**src/rtl/video_capture.sv**
```systemverilog
// Receiver for 6-bit RGB + separate-sync video: synchronises the pins, recovers line/frame
// timing, tracks stability to declare lock, and emits active-window pixels with coordinates.
module video_capture #(
  parameter int HCNT_W      = 10,
  parameter int VCNT_W      = 9,
  parameter int H_START     = 96,
  parameter int H_LEN       = 256,
  parameter int V_START     = 64,
  parameter int V_LEN       = 192,
  parameter int LOCK_FRAMES = 3
) (
  input  logic              clk,
  input  logic              rst_n,
  input  logic [1:0]        vred,
  input  logic [1:0]        vgrn,
  input  logic [1:0]        vblu,
  input  logic              vhsync,
  input  logic              vvsync,
  output logic [5:0]        pixel,
  output logic              pix_stb,
  output logic [HCNT_W-1:0] hpos,
  output logic [VCNT_W-1:0] vpos,
  output logic              line_start,
  output logic              frame_start,
  output logic              locked,
  output logic [HCNT_W-1:0] line_len,
  output logic [VCNT_W-1:0] frame_lines
);

  typedef enum logic [1:0] {HUNT, CHECK, LOCKED} state_t;

  localparam logic [HCNT_W:0] H_LO   = (HCNT_W+1)'(H_START);
  localparam logic [HCNT_W:0] H_HI   = (HCNT_W+1)'(H_START + H_LEN);
  localparam logic [VCNT_W:0] V_LO   = (VCNT_W+1)'(V_START);
  localparam logic [VCNT_W:0] V_HI   = (VCNT_W+1)'(V_START + V_LEN);
  localparam logic [3:0]      LOCK_N = 4'(LOCK_FRAMES);

  logic [5:0]        col_s1_q, col_s1_d, col_s2_q, col_s2_d, col_s3_q, col_s3_d;
  logic [1:0]        sync_s1_q, sync_s1_d, sync_s2_q, sync_s2_d, sync_prev_q, sync_prev_d;
  logic [HCNT_W-1:0] hcnt_q, hcnt_d, line_len_q, line_len_d, hpos_q, hpos_d;
  logic [VCNT_W-1:0] vcnt_q, vcnt_d, frame_lines_q, frame_lines_d, vpos_q, vpos_d;
  logic              vpend_q, vpend_d, lmis_q, lmis_d;
  logic [3:0]        mcnt_q, mcnt_d;
  state_t            state_q, state_d;
  logic              line_start_q, line_start_d, frame_start_q, frame_start_d;
  logic              pix_stb_q, pix_stb_d;
  logic [5:0]        pixel_q, pixel_d;

  logic              hfall, vfall, frame_evt, timeout, line_diff, frame_ok, h_in, v_in;
  logic [HCNT_W-1:0] line_len_new;
  logic [VCNT_W-1:0] frame_lines_new;
  logic [3:0]        mcnt_inc;

  // Sync bit 1 is hsync, bit 0 is vsync; edges are seen one register after the synchroniser.
  assign hfall           = sync_prev_q[1] & ~sync_s2_q[1];
  assign vfall           = sync_prev_q[0] & ~sync_s2_q[0];
  assign frame_evt       = hfall & (vpend_q | vfall);
  assign timeout         = &hcnt_q;
  assign line_len_new    = hcnt_q + HCNT_W'(1);
  assign frame_lines_new = vcnt_q + VCNT_W'(1);
  assign line_diff       = hfall & (line_len_new != line_len_q);
  assign frame_ok        = ~(lmis_q | line_diff) & (frame_lines_new == frame_lines_q);
  assign h_in            = ({1'b0, hcnt_q} >= H_LO) && ({1'b0, hcnt_q} < H_HI);
  assign v_in            = ({1'b0, vcnt_q} >= V_LO) && ({1'b0, vcnt_q} < V_HI);
  assign mcnt_inc        = mcnt_q + 4'd1;

  always_comb begin
    col_s1_d      = {vred, vgrn, vblu};
    col_s2_d      = col_s1_q;
    col_s3_d      = col_s2_q;
    sync_s1_d     = {vhsync, vvsync};
    sync_s2_d     = sync_s1_q;
    sync_prev_d   = sync_s2_q;
    hcnt_d        = hfall ? '0 : (timeout ? hcnt_q : hcnt_q + HCNT_W'(1));
    vcnt_d        = vcnt_q;
    if (frame_evt) begin
      vcnt_d = '0;
    end else if (hfall && !(&vcnt_q)) begin
      vcnt_d = vcnt_q + VCNT_W'(1);
    end
    line_len_d    = hfall ? line_len_new : line_len_q;
    frame_lines_d = frame_evt ? frame_lines_new : frame_lines_q;
    vpend_d       = frame_evt ? 1'b0 : (vpend_q | vfall);
    // The line closing a frame is judged with that frame, then the flag restarts.
    lmis_d        = frame_evt ? 1'b0 : (lmis_q | line_diff);
    line_start_d  = hfall;
    frame_start_d = frame_evt;
  end

  always_comb begin
    state_d = state_q;
    mcnt_d  = mcnt_q;
    case (state_q)
      HUNT: begin
        if (frame_evt) begin
          state_d = CHECK;
          mcnt_d  = '0;
        end
      end
      CHECK: begin
        if (timeout) begin
          state_d = HUNT;
        end else if (frame_evt) begin
          if (frame_ok) begin
            mcnt_d = mcnt_inc;
            if (mcnt_inc == LOCK_N) begin
              state_d = LOCKED;
            end
          end else begin
            mcnt_d = '0;
          end
        end
      end
      LOCKED: begin
        if (timeout || (frame_evt && !frame_ok)) begin
          state_d = HUNT;
        end
      end
      default: state_d = HUNT;
    endcase
  end

  always_comb begin
    pix_stb_d = (state_q == LOCKED) && h_in && v_in;
    pixel_d   = pix_stb_d ? col_s3_q : pixel_q;
    hpos_d    = pix_stb_d ? hcnt_q - HCNT_W'(H_START) : hpos_q;
    vpos_d    = pix_stb_d ? vcnt_q - VCNT_W'(V_START) : vpos_q;
  end

  // Sync flops reset high so releasing reset never fakes a falling edge.
  always_ff @(posedge clk) begin
    if (!rst_n) begin
      col_s1_q      <= '0;
      col_s2_q      <= '0;
      col_s3_q      <= '0;
      sync_s1_q     <= 2'b11;
      sync_s2_q     <= 2'b11;
      sync_prev_q   <= 2'b11;
      hcnt_q        <= '0;
      vcnt_q        <= '0;
      line_len_q    <= '0;
      frame_lines_q <= '0;
      vpend_q       <= 1'b0;
      lmis_q        <= 1'b0;
      mcnt_q        <= '0;
      state_q       <= HUNT;
      line_start_q  <= 1'b0;
      frame_start_q <= 1'b0;
      pix_stb_q     <= 1'b0;
      pixel_q       <= '0;
      hpos_q        <= '0;
      vpos_q        <= '0;
    end else begin
      col_s1_q      <= col_s1_d;
      col_s2_q      <= col_s2_d;
      col_s3_q      <= col_s3_d;
      sync_s1_q     <= sync_s1_d;
      sync_s2_q     <= sync_s2_d;
      sync_prev_q   <= sync_prev_d;
      hcnt_q        <= hcnt_d;
      vcnt_q        <= vcnt_d;
      line_len_q    <= line_len_d;
      frame_lines_q <= frame_lines_d;
      vpend_q       <= vpend_d;
      lmis_q        <= lmis_d;
      mcnt_q        <= mcnt_d;
      state_q       <= state_d;
      line_start_q  <= line_start_d;
      frame_start_q <= frame_start_d;
      pix_stb_q     <= pix_stb_d;
      pixel_q       <= pixel_d;
      hpos_q        <= hpos_d;
      vpos_q        <= vpos_d;
    end
  end

  assign pixel       = pixel_q;
  assign pix_stb     = pix_stb_q;
  assign hpos        = hpos_q;
  assign vpos        = vpos_q;
  assign line_start  = line_start_q;
  assign frame_start = frame_start_q;
  assign locked      = (state_q == LOCKED);
  assign line_len    = line_len_q;
  assign frame_lines = frame_lines_q;

endmodule

```
**config.mk**
```make
export PLATFORM = sky130hd
export DESIGN_NAME = video_capture
export DESIGN_NICKNAME = d
export VERILOG_FILES = /design/src/rtl/video_capture.sv
export SDC_FILE = /design/constraint.sdc
export NUM_CORES = 1
export LEC_CHECK = 0
export ABC_AREA = 1
export CORE_UTILIZATION = 35
export DETAILED_ROUTE_END_ITERATION = 16
export PLACE_DENSITY = 0.64
export SETUP_SLACK_MARGIN = 0.02
export SLEW_MARGIN = 0
export SYNTH_ARGS = -nofsm -noshare
export SYNTH_HDL_FRONTEND = slang
export SYNTH_SLANG_ARGS = --single-unit
```
**constraint.sdc**
```tcl
create_clock -name clk -period 3.4 [get_ports clk]
set_input_delay 0.68 -clock clk [delete_from_list [all_inputs] [get_ports clk]]
set_output_delay 0.68 -clock clk [all_outputs]
set_load 0.03 [all_outputs]
```
# Word-level counts from Yosys, hierarchy flattened
# Index checks and enable logic that the tools add are counted.
# word_totals
reg_bits	98
# op_classes
n_addsub	5
magnitude_cmp	4
n_eq_ne	12
n_mux	12
bitwise	11
reduce_logical	17
# ops
cell	count
$mux 4	4
$mux 2	6
$add 10x1->10 const B	1
$ge 10x7->1 const B	1
$lt 10x9->1 const B	1
$ne 10x10->1	1
$reduce_and 10->1	1
$sub 10x7->10 const B	1
$add 9x1->9 const B	1
$eq 9x9->1	1
$ge 9x7->1 const B	1
$lt 9x9->1 const B	1
$ne 3x3->1 const B	3
$reduce_and 9->1	1
$sub 9x7->9 const B	1
$pmux 4 s2	1
$logic_and 1x1->1	6
$ne 2x2->1 const B	3
$pmux 2 s3	1
$and 1x1->1	5
$reduce_and 5->1	1
$add 4x1->4 const B	1
$eq 4x2->1 const B	1
$not 1->1	4
other kinds (10)	13

# Longest topological paths before layout
# Gate-level depths: netlist (run 1).
# depth
word_depth	11
ltp_mapped	17
ltp_nobuf	17

# Worst setup path before layout (run 1)
# OpenSTA, ideal clock, no wires.
# synth_timing
kind	register to register
startpoint	register vcnt_q[0]
endpoint	register mcnt_q[1]
setup_ps	64
arrival_time_ps	2388
required_ps	3336
path_slack_ps	948
stages_incl_launch_ff	15
n_path_buf	0
cell_sequence	dfxtp_1 ha_1 nand2_1 nor2_1 nand2_1 nor2_1 ha_1 xnor2_1 nand3_1 a21oi_1 nand3_1 nor4_4 nand3_2 o21a_1 nor2_1
# synth_via
elab_chain_len	7
# synth_rtl
element	line	source
from (decl)	41	logic [VCNT_W-1:0] vcnt_q, vcnt_d, frame_lines_q, frame_lines_d, vpos_q, vpos_d;
from (signal assigned)	161	vcnt_q <= vcnt_d;
$add 9x1->9	60	assign frame_lines_new = vcnt_q + VCNT_W'(1);
via frame_lines_new[8]	51	logic [VCNT_W-1:0] frame_lines_new;
$eq 9x9->1	62	assign frame_ok = ~(lmis_q | line_diff) & (frame_lines_new == frame_lines_q);
$and 1x1->1	62	
$mux 4	104	if (frame_ok) begin
$mux 4	103	end else if (frame_evt) begin
$mux 4	101	if (timeout) begin
$pmux 4 s2	93	case (state_q)
to (signal assigned)	166	mcnt_q <= mcnt_d;
to (decl)	43	logic [3:0] mcnt_q, mcnt_d;
# The timed path passes the listed nets, and every way through them passes these cells. The select of a mux whose other input is x is not followed.
# A chain may end at the register's enable or synchronous reset.

# Worst setup path in the final report (run 1)
# Ends and elaborated chain as after synthesis.

==> flow_summary.html, run 1 <==
<table>
<tr><th>Metric</th><th>Value</th></tr>
<tr><th colspan="2">Die</th></tr>
<tr><td>Number of top-level pins</td><td>58</td></tr>
<tr><td>Die width</td><td>112 um</td></tr>
<tr><td>Die Outline Area</td><td>12500 um^2</td></tr>
<tr><td>Starting Density</td><td>36.4%</td></tr>
<tr><td>Number of standard-cell rows in the floorplan</td><td>39</td></tr>
<tr><td>Die height</td><td>112 um</td></tr>
<tr><td>Area inside the core boundary</td><td>11600 um^2</td></tr>
<tr><th colspan="2">STA</th></tr>
<tr><td>Time the worst path needs with I/O delays and setup</td><td>2.78 ns</td></tr>
<tr><td>Aggregate negative setup slack</td><td>0 ns</td></tr>
<tr><td>Worst setup slack after layout</td><td>0.620 ns</td></tr>
<tr><td>Max transition margin</td><td>36.3%</td></tr>
<tr><td>Endpoints failing hold</td><td>0</td></tr>
<tr><td>Final number of setup-violating endpoints</td><td>0</td></tr>
<tr><td>Final period util</td><td>81.8%</td></tr>
<tr><td>Tightest Pin Transition</td><td>0.950 ns</td></tr>
<tr><td>Hold WS</td><td>0.414 ns</td></tr>
<tr><td>RSZ-0062 raised after global routing</td><td>false</td></tr>
<tr><td>Max Slew Vio Count</td><td>0</td></tr>
<tr><td>Max frequency</td><td>0.360 GHz</td></tr>
<tr><td>Worst-case clock skew</td><td>0.00485 ns</td></tr>
<tr><th colspan="2">CTS</th></tr>
<tr><td>Number of setup buffers added after CTS</td><td>0</td></tr>
<tr><td>Clock latency on the worst-skew pair</td><td>0.35 ns</td></tr>
<tr><td>Clock slew at the register clock pins of the worst setup and hold paths</td><td>0.07 ns</td></tr>
<tr><td>Number of clock buffers inserted by TritonCTS</td><td>9</td></tr>
<tr><td>Clock Path Buffers</td><td>2</td></tr>
<tr><td>Clock Sink Count</td><td>98</td></tr>
<tr><td>Clock tree from TritonCTS</td><td>built</td></tr>
<tr><td># H-tree levels</td><td>3</td></tr>
<tr><td>Hold bufs inserted after CTS</td><td>0</td></tr>
<tr><td>Clock root cell</td><td>clkbuf_16</td></tr>
<tr><td>Number of resized instances in the post-cts repair step</td><td>0</td></tr>
<tr><th colspan="2">Finish</th></tr>
<tr><td>Layout cell share with drive strength beyond 1</td><td>8.76%</td></tr>
<tr><td>Final nets</td><td>642</td></tr>
<tr><td>Final design utilization</td><td>45.2%</td></tr>
<tr><td>Most common cell after layout, fill and taps aside</td><td>nand2_1</td></tr>
<tr><td>Diode insertion count for antenna repair</td><td>0</td></tr>
<tr><td>Commonest cells after routing, fill and taps aside</td><td>nand2_1, dfxtp_1, inv_1</td></tr>
<tr><td>Synthesis-to-layout area growth</td><td>24.0%</td></tr>
<tr><th colspan="2">Logic synthesis</th></tr>
<tr><td>Portion of synthesized cell area occupied by the leading cell type</td><td>46.6%</td></tr>
<tr><td>Yosys top cell by area</td><td>dfxtp_1</td></tr>
<tr><td>Seq cells post-synth</td><td>98</td></tr>
<tr><td>Yosys Warn Count</td><td>0</td></tr>
<tr><td>Ys async rst share</td><td>0%</td></tr>
<tr><td>EDFF count, synth</td><td>0</td></tr>
<tr><td>Synth unique cells</td><td>35</td></tr>
<tr><td>Leading cell types by total area after synthesis</td><td>dfxtp_1, nand2_1, inv_1, a21oi_1, nand3_1</td></tr>
<tr><td>Synth Instances</td><td>567</td></tr>
<tr><td>Cell area after synthesis</td><td>4210 um^2</td></tr>
<tr><td>Synthesized area per cell</td><td>7.43 um^2</td></tr>
<tr><td>Fraction of the yosys area taken by sequential cells</td><td>46.6%</td></tr>
<tr><td>Synthesized net count</td><td>586</td></tr>
<tr><td>Most instantiated flip-flop cell in the synthesis netlist</td><td>dfxtp_1</td></tr>
<tr><th colspan="2">Critical path</th></tr>
<tr><td>Critical path required time</td><td>3.69 ns</td></tr>
<tr><td>Crit path from</td><td>vcnt_q[0]</td></tr>
<tr><td>Most prevalent standard cell on the critical path</td><td>nor2_1</td></tr>
<tr><td>Number of cells on the worst reg-to-reg path</td><td>14</td></tr>
<tr><td>Slowest library cell on the worst path</td><td>dfxtp_1</td></tr>
<tr><td>Largest incremental delay on the critical path</td><td>0.46 ns</td></tr>
<tr><td>Critical setup path kind</td><td>reg -&gt; reg</td></tr>
<tr><td>Critical path startpoint category</td><td>register</td></tr>
<tr><td>Nature of the critical path endpoint</td><td>register</td></tr>
<tr><td>Flop-to-flop setup slack</td><td>0.62 ns</td></tr>
<tr><td>Endpoint of the lowest-slack register-to-register path</td><td>mcnt_q[1]</td></tr>
<tr><td>Signal arrival time at the worst endpoint</td><td>3.07 ns</td></tr>
<tr><td>R2R Path Start</td><td>vcnt_q[0]</td></tr>
<tr><td>Largest driver fanout on the critical path</td><td>8</td></tr>
<tr><td>Cells traversed along the worst timing path</td><td>ha_1 &gt; nand2_1 &gt; nor2_1 &gt; nand2_1 &gt; nor2_1 &gt; ha_1 &gt; xnor2_1 &gt; nand3_1 &gt; a21oi_1 &gt; nand3_1 &gt; nor4_4 &gt; nand3_2 &gt; o21a_1 &gt; nor2_1</td></tr>
<tr><th colspan="2">Drt</th></tr>
<tr><td>Wire length reported by the detailed router</td><td>9.99 mm</td></tr>
<tr><td>Routed vias</td><td>3731</td></tr>
<tr><td>Violation count after the first detailed-routing iteration</td><td>160</td></tr>
<tr><td>Detailed-route vias per instance</td><td>4.84</td></tr>
<tr><td>Final ANT Viol Nets</td><td>0</td></tr>
<tr><td>Per-cell routed wire length</td><td>13.0 um</td></tr>
<tr><td>TritonRoute pass-1 iters</td><td>10</td></tr>
<tr><td>Residual DRC</td><td>3</td></tr>
<tr><th colspan="2">Global routing</th></tr>
<tr><td>Vias in the first global route</td><td>3566</td></tr>
<tr><td>Global route total overflow</td><td>0</td></tr>
<tr><td>Maximum number of pins on one net before global-route repair</td><td>38</td></tr>
<tr><td>First-pass GRT wire length</td><td>16.7 mm</td></tr>
<tr><td>Total track usage</td><td>16.9%</td></tr>
<tr><td>Initial antenna violation count</td><td>0</td></tr>
<tr><th colspan="2">Min path</th></tr>
<tr><td>Hold Crit Depth</td><td>2</td></tr>
<tr><td>Hold/Removal Path Class</td><td>reg -&gt; reg</td></tr>
<tr><td>Capture endpoint of the worst hold path</td><td>col_s3_q[1]</td></tr>
<tr><td>Startpoint of the most critical hold path</td><td>col_s2_q[1]</td></tr>
<tr><th colspan="2">Power and ir drop</th></tr>
<tr><td>Max VDD drop</td><td>257 uV</td></tr>
<tr><td>Combinational share of power</td><td>8.0%</td></tr>
<tr><td>Flop pwr share</td><td>49.1%</td></tr>
<tr><td>Net Switching</td><td>0.602 mW</td></tr>
<tr><td>Power density normalized to cell area</td><td>468 nW/um^2</td></tr>
<tr><td>Switching Fraction</td><td>24.6%</td></tr>
<tr><td>Internal Dissipation</td><td>1.85 mW</td></tr>
<tr><td>Proportion of power drawn by the clock network</td><td>43.0%</td></tr>
<tr><td>Leakage power</td><td>2.24 nW</td></tr>
<tr><th colspan="2">Placement</th></tr>
<tr><td>Final estimated routing congestion in global placement</td><td>0.837</td></tr>
<tr><td>Pre-CTS setup slack</td><td>0.662 ns</td></tr>
<tr><td>Port Buffer Count</td><td>57</td></tr>
<tr><td>Final HPWL DP</td><td>7.35 mm</td></tr>
<tr><th colspan="2">Status</th></tr>
<tr><td>Run status</td><td>complete, but fails checks</td></tr>
<tr><td>Violated checks</td><td>design-rule violations</td></tr>
<tr><th colspan="2">Job</th></tr>
<tr><td>MaxCap Viol Count</td><td>0</td></tr>
</table>
==> registers in the layout (all words and copies together) (netlist names), 9 cells and up <==
name,flops
frame_lines,9
hcnt_q,10
hpos,10
line_len,10
vcnt_q,9
vpos,9
==> critical path, delay by kind of cell (launching register included) <==
family | cells | cell delay (ns)
AO/OA/AOI/OAI | 2 | 0.36
XOR/XNOR | 1 | 0.20
adder cells (fa/ha/maj) | 2 | 0.48
flip-flops | 1 | 0.46
AND/OR/NAND/NOR | 9 | 1.22
==> routing by layer <==
layer	vias up	track usage (%)	routed length, um
li1	1927	-	-
met2	85	27.8	4470
met5	-	0	0
met4	0	6.40	161
met3	15	3.92	522
met1	1704	21.4	4830
==> kinds of logic (layout without fill, tap and decap cells) <==
group / count (synthesis) / count (layout) / share of synthesized area [%]
fa+ha+maj: 9 / 9 / 2.67
flops: 98 / 98 / 46.6
compound gates: 96 / 96 / 12.5
simple gates: 254 / 254 / 27.0
xor+xnor: 7 / 7 / 1.63
buf+inv: 103 / 164 / 9.68
==> cell usage after synthesis, drive strengths merged (3+ instances only) <==
cell	count
nand4	11
clkbuf	12
nor2	42
nor3	3
nand2	153
ha	9
a21oi	49
inv	85
nand3	37
dfxtp	98
o21ai	26
nor4	3
o22ai	15
buf	5
or2	5
xor2	5
==> final cells by class <==
| cell class | count | area (um^2) |
|---|---|---|
| Timing Repair Buffer | 62 | 608 |
| Sequential cell | 98 | 1960 |
| Fill cell | 1154 | 6340 |
| Tap cell | 143 | 179 |
| Multi-Input combinational cell | 366 | 1840 |
| Clock buffer | 10 | 239 |
| Inverter | 86 | 325 |
| Clock inverter | 6 | 70.1 |
==> metrics by stage <==
| stage | total power [mW] | area [um^2] | instances |
|---|---|---|---|
| final | 2.45 | 5230 | 771 |
| after global routing | 2.55 | 5230 | 771 |
| after CTS | 2.47 | 5230 | 771 |
| after detailed placement | 1.42 | 4920 | 755 |
| after global placement | 1.42 | 4920 | 755 |
| after floorplan | 1.36 | 4210 | 567 |
==> power groups by stage <==
stage / clock [mW] / combinational [mW] / sequential (mW)
2_1_floorplan: 0 / 0.142 / 1.22
3_3_place_gp: 0 / 0.191 / 1.23
3_5_place_dp: 0 / 0.194 / 1.23
4_1_cts: 1.07 / 0.195 / 1.20
5_1_grt: 1.12 / 0.223 / 1.20
6_report: 1.05 / 0.195 / 1.20
==> worst max path at each step <==
stage	to	slack, ns	cells past startpoint
after floorplan	mcnt_q[1]	0.95	14
after global placement	mcnt_q[1]	0.73	14
after detailed placement	mcnt_q[1]	0.66	14
after CTS	mcnt_q[1]	0.64	14
after global routing	mcnt_q[1]	0.30	14
final	mcnt_q[1]	0.62	14
Power figures use the tool's default switching activity.
==> run 2, diff against run 1 <==
Settings changed: PLACE_DENSITY 0.64 to 0.66.
Clock period 3.4 ns to 2.3 ns, I/O delays scaled along.
==> run 2 against run 1 <==
Net effect: the run ends with design-rule violations, negative setup slack left; die area did not move; power rose by 51%; global-route usage rose by 0.97 points; design area rose by 7.5%; fmax rose by 18%; critical path depth did not move; utilization rose by 3.4 points; sequential share of layout area fell by 2.5 points; largest cell class unchanged.
==> flow_summary.html, run 2 (synthesized netlist as in run 1, its figures left out) <==
<table>
<tr><th>Metric</th><th>Value</th></tr>
<tr><th colspan="2">Status</th></tr>
<tr><td>Run status</td><td>complete, but fails checks</td></tr>
<tr><td>Violated checks</td><td>design-rule violations, negative setup slack</td></tr>
<tr><th colspan="2">Finish</th></tr>
<tr><td>Most common cell after layout, fill and taps aside</td><td>nand2_1</td></tr>
<tr><td>Final nets</td><td>677</td></tr>
<tr><td>Diode insertion count for antenna repair</td><td>0</td></tr>
<tr><td>Commonest cells after routing, fill and taps aside</td><td>nand2_1, dfxtp_1, inv_1</td></tr>
<tr><td>Number of cells in the finished layout apart from fillers</td><td>806</td></tr>
<tr><td>Layout cell share with drive strength beyond 1</td><td>16.1%</td></tr>
<tr><td>Synthesis-to-layout area growth</td><td>33.3%</td></tr>
<tr><th colspan="2">Critical path</th></tr>
<tr><td>Critical path startpoint category</td><td>register</td></tr>
<tr><td>Critical path required time</td><td>2.59 ns</td></tr>
<tr><td>Largest driver fanout on the critical path</td><td>2</td></tr>
<tr><td>Slowest library cell on the worst path</td><td>dfxtp_4</td></tr>
<tr><td>Critical setup path kind</td><td>reg -&gt; reg</td></tr>
<tr><td>Largest incremental delay on the critical path</td><td>0.36 ns</td></tr>
<tr><td>Most prevalent standard cell on the critical path</td><td>nand3_2</td></tr>
<tr><td>Nature of the critical path endpoint</td><td>register</td></tr>
<tr><td>Cells traversed along the worst timing path</td><td>ha_4 &gt; nand2_4 &gt; nor2_4 &gt; nand2_2 &gt; nor2_4 &gt; ha_4 &gt; xnor2_4 &gt; nand3_2 &gt; a21oi_2 &gt; nand3_2 &gt; nor4_4 &gt; nand3_2 &gt; o21a_1 &gt; nor2_1</td></tr>
<tr><td>Signal arrival time at the worst endpoint</td><td>2.65 ns</td></tr>
<tr><th colspan="2">STA</th></tr>
<tr><td>RSZ-0062 raised after global routing</td><td>true</td></tr>
<tr><td>Max Slew Vio Count</td><td>0</td></tr>
<tr><td>Worst-case clock skew</td><td>0.00824 ns</td></tr>
<tr><td>Final period util</td><td>103%</td></tr>
<tr><td>Time the worst path needs with I/O delays and setup</td><td>2.36 ns</td></tr>
<tr><td>Max frequency</td><td>0.424 GHz</td></tr>
<tr><td>Worst setup slack after layout</td><td>-0.0576 ns</td></tr>
<tr><td>Max transition margin</td><td>63.4%</td></tr>
<tr><td>Endpoints failing hold</td><td>0</td></tr>
<tr><td>Final number of setup-violating endpoints</td><td>6</td></tr>
<tr><td>Tightest Pin Transition</td><td>0.548 ns</td></tr>
<tr><th colspan="2">Drt</th></tr>
<tr><td>Routed vias</td><td>3979</td></tr>
<tr><td>Final ANT Viol Nets</td><td>0</td></tr>
<tr><td>Per-cell routed wire length</td><td>13.6 um</td></tr>
<tr><td>Detailed-route vias per instance</td><td>4.94</td></tr>
<tr><td>TritonRoute pass-1 iters</td><td>11</td></tr>
<tr><td>Wire length reported by the detailed router</td><td>11.0 mm</td></tr>
<tr><td>Violation count after the first detailed-routing iteration</td><td>203</td></tr>
<tr><td>Residual DRC</td><td>3</td></tr>
<tr><th colspan="2">Power and ir drop</th></tr>
<tr><td>Net Switching</td><td>0.939 mW</td></tr>
<tr><td>Combinational share of power</td><td>9.3%</td></tr>
<tr><td>Max VDD drop</td><td>344 uV</td></tr>
<tr><td>Internal Dissipation</td><td>2.76 mW</td></tr>
<tr><td>Power density normalized to cell area</td><td>659 nW/um^2</td></tr>
<tr><td>Flop pwr share</td><td>47.7%</td></tr>
<tr><td>Leakage power</td><td>2.44 nW</td></tr>
<tr><td>Overall power after layout</td><td>3.70 mW</td></tr>
<tr><td>Switching Fraction</td><td>25.4%</td></tr>
<tr><td>Proportion of power drawn by the clock network</td><td>43.0%</td></tr>
<tr><th colspan="2">Die</th></tr>
<tr><td>Die width</td><td>112 um</td></tr>
<tr><td>Starting Density</td><td>36.4%</td></tr>
<tr><td>Number of top-level pins</td><td>58</td></tr>
<tr><td>Area inside the core boundary</td><td>11600 um^2</td></tr>
<tr><td>Number of standard-cell rows in the floorplan</td><td>39</td></tr>
<tr><td>Die Outline Area</td><td>12500 um^2</td></tr>
<tr><td>Die height</td><td>112 um</td></tr>
<tr><th colspan="2">Placement</th></tr>
<tr><td>Final HPWL DP</td><td>7.82 mm</td></tr>
<tr><td>Total instance count after detailed placement</td><td>778</td></tr>
<tr><td>Final estimated routing congestion in global placement</td><td>0.882</td></tr>
<tr><td>Port Buffer Count</td><td>57</td></tr>
<tr><th colspan="2">CTS</th></tr>
<tr><td>Clock tree from TritonCTS</td><td>built</td></tr>
<tr><td>Clock root cell</td><td>clkbuf_16</td></tr>
<tr><td>Hold bufs inserted after CTS</td><td>0</td></tr>
<tr><td>Clock slew at the register clock pins of the worst setup and hold paths</td><td>0.07 ns</td></tr>
<tr><td>Number of clock buffers inserted by TritonCTS</td><td>9</td></tr>
<tr><td>Clock latency on the worst-skew pair</td><td>0.35 ns</td></tr>
<tr><td>Clock Path Buffers</td><td>2</td></tr>
<tr><td>Clock Sink Count</td><td>98</td></tr>
<tr><td># H-tree levels</td><td>3</td></tr>
<tr><th colspan="2">Global routing</th></tr>
<tr><td>Vias in the first global route</td><td>3865</td></tr>
<tr><td>Global route total overflow</td><td>0</td></tr>
<tr><td>GR met2 Demand/Resource</td><td>29.9%</td></tr>
<tr><td>Total track usage</td><td>17.8%</td></tr>
<tr><td>GR peak layer</td><td>met2</td></tr>
<tr><td>First-pass GRT wire length</td><td>17.7 mm</td></tr>
<tr><td>Initial antenna violation count</td><td>0</td></tr>
<tr><td>Maximum number of pins on one net before global-route repair</td><td>37</td></tr>
<tr><td>Met1 Track Usage GR</td><td>21.5%</td></tr>
<tr><td>Global routing usage on met3</td><td>4.74%</td></tr>
<tr><th colspan="2">Min path</th></tr>
<tr><td>Hold/Removal Path Class</td><td>reg -&gt; reg</td></tr>
<tr><th colspan="2">Job</th></tr>
<tr><td>MaxCap Viol Count</td><td>0</td></tr>
</table>
## run 2: cell types whose count changed in the layout (fill, tap and decap cells not counted), sizes merged
cell / delta
inv: +1
clkinvlp: +2
clkinv: -3
dlygate4sd2: +1
buf: +35
clkdlybuf4s50: -1
## run 2: area by class of cell
cell class,instances,area (um^2)
clock buffer,10,239
clock inverter,6,77.6
fill,1129,5950
inverter,86,329
multi-input combinational,366,1940
sequential,98,1970
tap,143,179
timing repair buffer,97,882
## run 2: through the flow
step                cell area, um^2  utilization (%)  hold slack [ns]  worst slack (ns)  setup TNS (ns)
floorplan                      4250                -            0.390           -0.0314         -0.0314
global placement               5130             44.4            0.393           -0.0713         -0.0713
detailed placement             5130             44.4            0.397            -0.162          -0.313
CTS                            5550             48.0            0.412           -0.0335         -0.0335
global route                   5620             48.6            0.429            -0.210           -1.03
finish                         5620             48.6            0.409           -0.0576          -0.187
## run 2: worst max-delay path, delay by kind of cell (launching register included)
kind / cells / cell delay, ns
adder cells (fa/ha/maj): 2 / 0.38
AO/OA/AOI/OAI: 2 / 0.34
flip-flops: 1 / 0.36
AND/OR/NAND/NOR: 9 / 1.05
XOR/XNOR: 1 / 0.17
## run 2: power by group through the flow
stage	sequential (mW)	clock [mW]	combinational, mW
CTS	1.76	1.63	0.332
global route	1.77	1.70	0.386
finish	1.76	1.59	0.345
detailed placement	1.80	0	0.326
floorplan	1.81	0	0.212
global placement	1.80	0	0.317
## run 2: what timing repair did
item,in CTS,in global routing
cloned,0,0
buffers inserted,7,6
endpoints found under the setup margin,7,13
resized for setup,10,5
pin swaps,15,17
## run 2: per-layer routing
| layer | routed length (um) | vias up |
|---|---|---|
| li1 | - | 1986 |
| met1 | 4760 | 1865 |
| met2 | 5320 | 106 |
| met3 | 604 | 22 |
| met4 | 264 | 0 |
| met5 | 0 | - |
## run 2: final timing paths
check	from	slack (ns)	end	cells after the start
worst max-delay path	vcnt_q[0]	-0.06	mcnt_q[1]	14
worst min-delay path	sync_s1_q[1]	0.41	sync_prev_d[1]	1
worst max register to register	vcnt_q[0]	-0.06	mcnt_q[1]	14
worst min register to register	sync_s1_q[1]	0.41	sync_prev_d[1]	1
==> run 3, diff against run 2 <==
Settings changed: CORE_ASPECT_RATIO set to 1.4.
==> run 3 against run 2 <==
Net effect: sequential power barely moved; the flow finishes with violations (design-rule violations); hold slack improved by 0.0013 ns; global-route usage is 0.65 points higher; clock skew down 0.0021 ns; design area down 1.2%; register-to-register slack gained 0.08 ns; worst setup slack gained 0.082 ns; cell count decreased by 0.25%; die area about the same; first-iteration DRC count fell by 23%; fmax increased by 3.6%.
==> flow_summary.html, run 3 (synthesized netlist as in run 1, its figures left out) <==
<table>
<tr><th>Metric</th><th>Value</th></tr>
<tr><th colspan="2">Power and ir drop</th></tr>
<tr><td>Proportion of power drawn by the clock network</td><td>40.9%</td></tr>
<tr><td>Combinational share of power</td><td>9.8%</td></tr>
<tr><td>Switching Fraction</td><td>24.2%</td></tr>
<tr><td>Max VDD drop</td><td>337 uV</td></tr>
<tr><td>Net Switching</td><td>0.868 mW</td></tr>
<tr><td>Power density normalized to cell area</td><td>645 nW/um^2</td></tr>
<tr><td>Internal Dissipation</td><td>2.71 mW</td></tr>
<tr><td>Leakage power</td><td>2.40 nW</td></tr>
<tr><td>Flop pwr share</td><td>49.3%</td></tr>
<tr><th colspan="2">Finish</th></tr>
<tr><td>Commonest cells after routing, fill and taps aside</td><td>nand2_1, dfxtp_1, inv_1</td></tr>
<tr><td>Final design utilization</td><td>47.2%</td></tr>
<tr><td>Layout cell share with drive strength beyond 1</td><td>15.4%</td></tr>
<tr><td>Most common cell after layout, fill and taps aside</td><td>nand2_1</td></tr>
<tr><td>Final nets</td><td>672</td></tr>
<tr><td>Diode insertion count for antenna repair</td><td>0</td></tr>
<tr><td>Final non-filler cell area</td><td>5550 um^2</td></tr>
<tr><td>Synthesis-to-layout area growth</td><td>31.7%</td></tr>
<tr><th colspan="2">STA</th></tr>
<tr><td>Hold WS</td><td>0.411 ns</td></tr>
<tr><td>Worst-case clock skew</td><td>0.00617 ns</td></tr>
<tr><td>Max frequency</td><td>0.439 GHz</td></tr>
<tr><td>Final number of setup-violating endpoints</td><td>0</td></tr>
<tr><td>Time the worst path needs with I/O delays and setup</td><td>2.28 ns</td></tr>
<tr><td>RSZ-0062 raised after global routing</td><td>true</td></tr>
<tr><td>Worst setup slack after layout</td><td>0.0240 ns</td></tr>
<tr><td>Final period util</td><td>99.0%</td></tr>
<tr><td>Tightest Pin Transition</td><td>0.571 ns</td></tr>
<tr><td>Max Slew Vio Count</td><td>0</td></tr>
<tr><td>Max transition margin</td><td>61.9%</td></tr>
<tr><td>Endpoints failing hold</td><td>0</td></tr>
<tr><th colspan="2">CTS</th></tr>
<tr><td>Clock slew at the register clock pins of the worst setup and hold paths</td><td>0.07 ns</td></tr>
<tr><td>Hold bufs inserted after CTS</td><td>0</td></tr>
<tr><td>Number of clock buffers inserted by TritonCTS</td><td>9</td></tr>
<tr><td>Clock root cell</td><td>clkbuf_16</td></tr>
<tr><td>Clock Path Buffers</td><td>2</td></tr>
<tr><td>Clock latency on the worst-skew pair</td><td>0.34 ns</td></tr>
<tr><td># H-tree levels</td><td>3</td></tr>
<tr><td>Clock Sink Count</td><td>98</td></tr>
<tr><td>Clock tree from TritonCTS</td><td>built</td></tr>
<tr><th colspan="2">Drt</th></tr>
<tr><td>Detailed-route vias per instance</td><td>4.82</td></tr>
<tr><td>Violation count after the first detailed-routing iteration</td><td>156</td></tr>
<tr><td>TritonRoute pass-1 iters</td><td>11</td></tr>
<tr><td>Per-cell routed wire length</td><td>13.3 um</td></tr>
<tr><td>Wire length reported by the detailed router</td><td>10.7 mm</td></tr>
<tr><td>Routed vias</td><td>3873</td></tr>
<tr><td>Residual DRC</td><td>1</td></tr>
<tr><td>Final ANT Viol Nets</td><td>0</td></tr>
<tr><th colspan="2">Placement</th></tr>
<tr><td>Port Buffer Count</td><td>57</td></tr>
<tr><td>Pre-CTS setup slack</td><td>-0.215 ns</td></tr>
<tr><td>Dpl cell area</td><td>5130 um^2</td></tr>
<tr><td>Final HPWL DP</td><td>7.82 mm</td></tr>
<tr><td>Final estimated routing congestion in global placement</td><td>0.900</td></tr>
<tr><th colspan="2">Critical path</th></tr>
<tr><td>Crit path from</td><td>vcnt_q[0]</td></tr>
<tr><td>Critical setup path kind</td><td>reg -&gt; reg</td></tr>
<tr><td>Critical path required time</td><td>2.54 ns</td></tr>
<tr><td>Critical path startpoint category</td><td>register</td></tr>
<tr><td>Largest driver fanout on the critical path</td><td>3</td></tr>
<tr><td>Nature of the critical path endpoint</td><td>register</td></tr>
<tr><td>Signal arrival time at the worst endpoint</td><td>2.51 ns</td></tr>
<tr><td>R2R Path Start</td><td>vcnt_q[0]</td></tr>
<tr><th colspan="2">Global routing</th></tr>
<tr><td>Global route total overflow</td><td>0</td></tr>
<tr><td>Vias in the first global route</td><td>3828</td></tr>
<tr><td>Initial antenna violation count</td><td>0</td></tr>
<tr><td>Total track usage</td><td>18.5%</td></tr>
<tr><td>First-pass GRT wire length</td><td>18.0 mm</td></tr>
<tr><td>Maximum number of pins on one net before global-route repair</td><td>37</td></tr>
<tr><th colspan="2">Die</th></tr>
<tr><td>Starting Density</td><td>35.8%</td></tr>
<tr><td>Die height</td><td>132 um</td></tr>
<tr><td>Number of standard-cell rows in the floorplan</td><td>47</td></tr>
<tr><td>Number of top-level pins</td><td>58</td></tr>
<tr><td>Area inside the core boundary</td><td>11800 um^2</td></tr>
<tr><td>Die Outline Area</td><td>12500 um^2</td></tr>
<tr><td>Die width</td><td>94.7 um</td></tr>
<tr><th colspan="2">Min path</th></tr>
<tr><td>Hold/Removal Path Class</td><td>reg -&gt; reg</td></tr>
<tr><td>Startpoint of the most critical hold path</td><td>col_s2_q[2]</td></tr>
<tr><th colspan="2">Job</th></tr>
<tr><td>MaxCap Viol Count</td><td>0</td></tr>
<tr><th colspan="2">Status</th></tr>
<tr><td>Run status</td><td>complete, but fails checks</td></tr>
<tr><td>Violated checks</td><td>design-rule violations</td></tr>
</table>
run 3: power groups by stage:
stage               Combinational (mW)  Clock [mW]  Sequential, mW
global placement                 0.314           0            1.80
global route                     0.389        1.58            1.77
floorplan                        0.212           0            1.81
detailed placement               0.325           0            1.80
finish                           0.351        1.46            1.76
CTS                              0.328        1.50            1.76
run 3: final cells by class:
| type | count | area [um^2] |
|---|---|---|
| Fill cell | 1165 | 6210 |
| Sequential cell | 98 | 1970 |
| Multi-Input combinational cell | 366 | 1950 |
| Timing Repair Buffer | 92 | 840 |
| Inverter | 86 | 325 |
| Clock buffer | 11 | 233 |
| Tap cell | 147 | 184 |
| Clock inverter | 4 | 52.6 |
run 3: path summary, 6_finish.rpt:
kind | slack, ns | endpoint | depth (start not counted)
hold / removal | 0.41 | col_s3_q[2] | 2
setup / recovery | 0.02 | state_q[0] | 17
setup reg to reg | 0.02 | state_q[0] | 17
hold reg to reg | 0.41 | col_s3_q[2] | 2
run 3: metal layers:
layer	part of all wire (%)	up-vias	GRT usage, %
li1	-	1980	-
met1	42	1804	21.3
met2	53	79	32.2
met3	3.3	10	4.27
met4	1.4	0	7.58
met5	0	-	0
run 3: critical path, stage by stage (launching register included):
cell     delay [ns]
dfxtp_4        0.36
ha_4           0.14
nand2_4        0.06
nor2_4         0.09
nand2_2        0.08
nor2_4         0.11
ha_4           0.22
xnor2_4        0.15
nand3_2        0.09
a21oi_2        0.15
buf_4          0.13
nand4_1        0.06
nor2_1         0.11
nand4_1        0.10
nand2_2        0.11
nand3_2        0.09
nand2_2        0.07
nor2_2         0.04
run 3: per-stage QoR:
stage	std cells	power (mW)	TNS [ns]
detailed placement	782	2.13	-0.680
global route	804	3.73	-0.500
global placement	782	2.11	-0.0942
finish	804	3.58	0
CTS	802	3.59	-0.0181
floorplan	567	2.02	-0.0314
run 3: timing repair:
item                                    4_1_cts  5_1_grt
buffers inserted                              5        2
endpoints found under the setup margin        6        7
hold endpoints to repair                      0        0
resized for setup                             8       10
pin swaps                                    13       10
